===== src/rtl/freelist_pkg.sv =====
// Shared constants, types and pointer helpers for the physical-register free list.
package freelist_pkg;

    localparam int unsigned NUM_PREG = 64;
    localparam int unsigned NUM_LREG = 32;
    localparam int unsigned DEPTH    = NUM_PREG - NUM_LREG;
    localparam int unsigned PREG_W   = $clog2(NUM_PREG);
    localparam int unsigned IDX_W    = $clog2(DEPTH);
    // Index plus one wrap bit, so full and empty are distinguishable.
    localparam int unsigned PTR_W    = IDX_W + 1;

    typedef logic [PREG_W-1:0] preg_t;
    typedef logic [PTR_W-1:0]  fl_ptr_t;
    typedef logic [IDX_W-1:0]  fl_idx_t;

    // Advance a pointer by 0..2; DEPTH is a power of two, so natural overflow
    // of the PTR_W-bit sum carries into the wrap bit.
    function automatic fl_ptr_t ptr_add(input fl_ptr_t ptr, input logic [1:0] inc);
        return ptr + fl_ptr_t'(inc);
    endfunction

    function automatic fl_idx_t ptr_idx(input fl_ptr_t ptr);
        return ptr[IDX_W-1:0];
    endfunction

endpackage


===== src/rtl/freelist.sv =====
// Circular free list of physical registers: speculative head pops on rename,
// tail pushes released pregs at commit, architectural head restores on flush.
module freelist
    import freelist_pkg::*;
(
    input  logic    clock,
    input  logic    reset,
    input  logic    instr0_freelist_req,
    output preg_t   instr0_freelist_resp,
    input  logic    instr1_freelist_req,
    output preg_t   instr1_freelist_resp,
    output logic    freelist_can_alloc,
    input  logic    free0_valid,
    input  preg_t   free0_preg,
    input  logic    free1_valid,
    input  preg_t   free1_preg,
    input  logic    commit0_alloc_valid,
    input  logic    commit1_alloc_valid,
    input  logic    flush_valid,
    output fl_ptr_t free_count
);

    preg_t   queue_q [DEPTH];
    preg_t   queue_d [DEPTH];
    fl_ptr_t spec_head_q, spec_head_d;
    fl_ptr_t arch_head_q, arch_head_d;
    fl_ptr_t tail_q, tail_d;

    logic [1:0] n_req;
    logic [1:0] n_alloc;
    logic [1:0] n_free;
    logic [1:0] n_commit;

    // Zero-latency responses and occupancy status from current state.
    always_comb begin
        free_count           = tail_q - spec_head_q;
        freelist_can_alloc   = (free_count >= fl_ptr_t'(2));
        instr0_freelist_resp = queue_q[ptr_idx(spec_head_q)];
        instr1_freelist_resp = queue_q[ptr_idx(ptr_add(spec_head_q, {1'b0, instr0_freelist_req}))];
    end

    // Next-state pointers and queue writes.
    always_comb begin
        n_req    = {1'b0, instr0_freelist_req} + {1'b0, instr1_freelist_req};
        n_free   = {1'b0, free0_valid} + {1'b0, free1_valid};
        n_commit = {1'b0, commit0_alloc_valid} + {1'b0, commit1_alloc_valid};

        // An over-ask is an error, but never pop past the tail.
        n_alloc = n_req;
        if (fl_ptr_t'(n_req) > free_count) begin
            n_alloc = free_count[1:0];
        end

        arch_head_d = ptr_add(arch_head_q, n_commit);
        spec_head_d = flush_valid ? arch_head_d : ptr_add(spec_head_q, n_alloc);
        tail_d      = ptr_add(tail_q, n_free);

        // Frees compact: the first valid release always lands at the tail.
        queue_d = queue_q;
        if (free0_valid || free1_valid) begin
            queue_d[ptr_idx(tail_q)] = free0_valid ? free0_preg : free1_preg;
        end
        if (free0_valid && free1_valid) begin
            queue_d[ptr_idx(ptr_add(tail_q, 2'd1))] = free1_preg;
        end
    end

    // State registers; reset restores a full list of pregs NUM_LREG..NUM_PREG-1.
    always_ff @(posedge clock or posedge reset) begin
        if (reset) begin
            for (int i = 0; i < int'(DEPTH); i++) begin
                queue_q[i] <= preg_t'(int'(NUM_LREG) + i);
            end
            spec_head_q <= '0;
            arch_head_q <= '0;
            tail_q      <= {1'b1, {IDX_W{1'b0}}};
        end else begin
            queue_q     <= queue_d;
            spec_head_q <= spec_head_d;
            arch_head_q <= arch_head_d;
            tail_q      <= tail_d;
        end
    end

`ifndef SYNTHESIS
    // Protocol checks: no over-allocation, no push beyond full.
    a_no_underflow: assert property (@(posedge clock) disable iff (reset)
        (flush_valid || fl_ptr_t'(n_req) <= free_count));
    a_no_overflow: assert property (@(posedge clock) disable iff (reset)
        ({1'b0, free_count} + (PTR_W+1)'(n_free) <= (PTR_W+1)'(DEPTH)));
`endif

endmodule


===== config.mk =====
export PLATFORM = sky130hd
export DESIGN_NAME = freelist
export DESIGN_NICKNAME = d
export VERILOG_FILES = /design/src/rtl/freelist_pkg.sv /design/src/rtl/freelist.sv
export SDC_FILE = /design/constraint.sdc
export NUM_CORES = 1
export LEC_CHECK = 0
export CORE_MARGIN = 3
export CORE_UTILIZATION = 34
export CTS_CLUSTER_DIAMETER = 120
export DETAILED_ROUTE_END_ITERATION = 16
export SYNTH_ARGS = -nofsm -noshare
export SYNTH_HDL_FRONTEND = slang
export SYNTH_SLANG_ARGS = --single-unit

===== constraint.sdc =====
create_clock -name clock -period 9.9 [get_ports clock]
set_input_delay 0.99 -clock clock [delete_from_list [all_inputs] [get_ports clock]]
set_output_delay 0.99 -clock clock [all_outputs]
set_load 0.05 [all_outputs]

==> metrics.log <==
INFO  metric number_of_standard_cell_rows_in_the_floorplan = 73
INFO  metric routed-via-count = 11200
INFO  metric top_fanout_value_on_the_critical_path = 48
INFO  metric vias_per_cell = 5.77
INFO  metric share_of_cells_above_drive_strength_1 = 0.250
INFO  metric number_of_register_bits_inferred_by_synthesis = 210
INFO  metric layout.area.seq = 5400 um2
INFO  metric wl_per_cell = 23.4 um
INFO  metric post-layout-total-power = 6590 uW
INFO  metric max_slew.worst_pin.slew = 1200 ps
INFO  metric cts_bufs_inserted = 25
INFO  metric slew_headroom = 0.199
INFO  metric synth_warnings = 0
INFO  metric post_dp_cell_area = 14600 um2
INFO  metric netSwitchingFraction = 0.437
INFO  metric timing_max_transition_violations_final = 0
INFO  metric status = finished, final reports clean
INFO  metric critPathKind = primary input to output port
INFO  metric grt_start_max_net_pins = 113
INFO  metric crit_path_launch_type = primary input
INFO  metric postSynthNetCount = 1473
INFO  metric cell_total_after_placement = 1890
INFO  metric clock_power_share = 0.143
INFO  metric synth_most_common_cell = sky130_fd_sc_hd__nand2_1
INFO  metric core = 40000 um2
INFO  metric min_path_type = register to register
INFO  metric drc_errors = 0
INFO  metric timing.final.ws_setup = 3770 ps
INFO  metric initial_antenna_violation_count = 0
INFO  metric overall_die_width = 208 um
INFO  metric post_cts.resized_instances = 0
INFO  metric maxClockFrequency = 163 MHz
INFO  metric crit_path_end_kind = output port
INFO  metric number_of_global_route_vias_before_repair = 10800
INFO  metric place.detailed.hpwl = 29900 um
INFO  metric worst_path_largest_cell_delay = 1110 ps
INFO  metric synth.distinct_cells = 50
INFO  metric slowest_stage = sky130_fd_sc_hd__ha_2
INFO  metric netlist.top_cell.by_area = sky130_fd_sc_hd__dfstp_2
INFO  metric setup_tns = 0 ps
INFO  metric cts-hold-fix-buffers = 0
INFO  metric drt_pre_antenna_iters = 5
INFO  metric net_switching = 2880 uW
INFO  metric area.growth.synth_to_final = 11.2%
INFO  metric finalWeightedCongestion = 0.958
INFO  metric hold_viol = 0
INFO  metric post-cts-setup-buffers = 0
INFO  metric path_clk_slew = 60 ps
INFO  metric cp_common_cell = sky130_fd_sc_hd__clkdlybuf4s50_1
INFO  metric grt_use_total = 0.207
INFO  metric fin_worst_skew = 10.2 ps
INFO  metric synth-edff-count = 0
INFO  metric dp_worst_setup_slack = 3830 ps
INFO  metric synth-seq-area-share = 0.389
INFO  metric drt_iter0_drc = 1135
INFO  metric syn-mean-instance-area = 9.67 um2
INFO  metric multiInputGateArea = 7890 um2
INFO  metric clock_period_minus_final_worst_setup_slack = 6130 ps
INFO  metric max-vdd-ir-drop = 0.326 mV
INFO  metric finalNonFillerCells = 1936
INFO  metric crit_chain = clkdlybuf4s50_1, ha_4, ha_2, mux4_2, nand2_1, a32o_1, a221oi_1, clkdlybuf4s50_1
INFO  metric synth_top_cells_by_area = sky130_fd_sc_hd__dfstp_2, sky130_fd_sc_hd__mux4_2, sky130_fd_sc_hd__dfrtp_1
INFO  metric postSynth.asyncResetShare = 1.00
INFO  metric timing.final.setup_violations = 0
INFO  metric synthDominantCellAreaShare = 0.214
INFO  metric die_h = 208 um
INFO  metric clkSinkCount = 210
INFO  metric final.fill_count = 3924
INFO  metric cts.root.buffer_cell = sky130_fd_sc_hd__clkbuf_16
INFO  metric internal-power = 3710 uW
INFO  metric num_antenna_cells = 0
INFO  metric synth.top_cells.by_count = sky130_fd_sc_hd__nand2_1, sky130_fd_sc_hd__nor2_1, sky130_fd_sc_hd__o21ai_0
INFO  metric boundaryPins = 40
INFO  metric global_route_wire_length_before_repair = 69000 um
INFO  metric p_leak = 0.00557 uW
INFO  metric r2r_setup_slack = 5470 ps
INFO  metric cts_tree = done
INFO  metric sequential_share_of_power = 0.299
INFO  metric worst-path-buf-inv = 2
INFO  metric share_comb_of_total_power = 0.558
INFO  metric clock_insertion_delay_worst_skew = 540 ps
INFO  metric worst_path_dominant_cell_family = buffers and inverters
INFO  metric port_buffers = 39
INFO  metric finish.net_count = 1431
INFO  metric data_required_time_of_the_critical_path = 8910 ps
INFO  metric overflow = 0
INFO  metric synthCells = 1434
INFO  metric postLayoutCellArea = 15400 um2
INFO  metric cts_max_path_buffers = 3
INFO  metric post-route-period-util = 0.619
INFO  metric initial_standard_cell_utilization_of_the_core = 0.346
INFO  metric htree_levels = 1
INFO  metric ant_nets = 0
INFO  metric floorplan.die_area = 43200 um2
INFO  metric cellPowerDensity = 428 nW/um2
INFO  metric grt_setup_unrepaired = false
INFO  metric ys_dominant_reg_cell = sky130_fd_sc_hd__dfstp_2
INFO  metric arrival_time_at_the_worst_endpoint = 5140 ps
INFO  metric drt_total_wl = 45300 um
INFO  metric cap_violations = 0
INFO  metric synthesis.area = 13900 um2
## cell type report
cell class,count,area share
Multi-Input combinational cell,1075,0.512
Sequential cell,210,0.350
Clock buffer,37,0.0481
Tap cell,525,0.0426
Timing Repair Buffer,59,0.0351
Clock inverter,9,0.00641
Inverter,21,0.00560
## placed cells by master (no fill, tap or decap), drive strengths merged, types with 2 or more instances in the layout
cell type,n
nor2,171
mux2i,25
xnor2,12
o22ai,2
clkinv,7
nand3,16
dfrtp,97
nand2b,8
bufinv,2
clkdlybuf4s50,39
ha,14
xor2,8
nand3b,4
a221oi,6
fa,4
buf,20
or4,2
nor3,6
mux4,108
or2,2
a32o,9
and2,2
inv,21
a21oi,126
nand2,249
or3,2
dfstp,113
mux2,81
o21ai,202
clkbuf,37
nand4,4
nor2b,3
## kinds of logic after synthesis
kind of cell,after synthesis,share of synthesized area
buffers and inverters,149,0.0479
and+or+nand+nor,474,0.139
muxes,214,0.259
DFF,210,0.389
xor gates and xnor gates,20,0.0137
adders and majority gates,18,0.0184
AOI/OAI and AO/OA,349,0.133
## state kept, by name (all words and copies together), names as in the netlist
| name | cells |
|---|---|
| arch_head_q | 6 |
| queue_q | 192 |
| spec_head_q | 6 |
| tail_q | 6 |
## stage by stage
step,util,hold slack [ps]
floorplan,-,444
detailed placement,0.364,465
global placement,0.364,469
global route,0.385,491
finish,0.385,476
CTS,0.385,479
## worst register-to-register path, stage by stage, from the launching register on
cell and delay [ps]:
sky130_fd_sc_hd__dfrtp_1 590, sky130_fd_sc_hd__clkinv_1 780, sky130_fd_sc_hd__ha_1 720, sky130_fd_sc_hd__nor2_1 80, sky130_fd_sc_hd__a21oi_1 160, sky130_fd_sc_hd__xor2_1 110
sky130_fd_sc_hd__nor4b_1 430, sky130_fd_sc_hd__nand3b_1 200, sky130_fd_sc_hd__mux2_1 400, sky130_fd_sc_hd__ha_1 290, sky130_fd_sc_hd__a21oi_1 80, sky130_fd_sc_hd__nor3_1 230
sky130_fd_sc_hd__xnor2_1 150, sky130_fd_sc_hd__o21ai_0 80
## layer usage
layer / vias to the layer above / part of all wire / global-route usage
met4: 0 / 0.048 / 0.0809
met1: 5532 / 0.41 / 0.284
li1: 5013 / - / -
met2: 518 / 0.46 / 0.329
met5: - / 0 / 0
met3: 117 / 0.079 / 0.0339
## power groups by stage
stage	clock network, uW	registers, uW	logic [uW]
floorplan	0	1680	2820
global placement	0	1960	3590
detailed placement	0	1960	3650
CTS	961	1950	3660
global route	993	2000	3960
finish	946	1970	3680
## path summary, 6_finish.rpt
| check | cells after the start | endpoint | from |
|---|---|---|---|
| max | 8 | instr1_freelist_resp[2] | instr0_freelist_req |
| min | 1 | arch_head_q[5] | arch_head_q[5] |
| max reg2reg | 13 | spec_head_q[5] | spec_head_q[2] |
| min reg2reg | 1 | arch_head_q[5] | arch_head_q[5] |
| max in group asynchronous | 3 | queue_q[92] | reset |
| min in group asynchronous | 2 | queue_q[177] | reset |
Power figures use the tool's default switching activity.
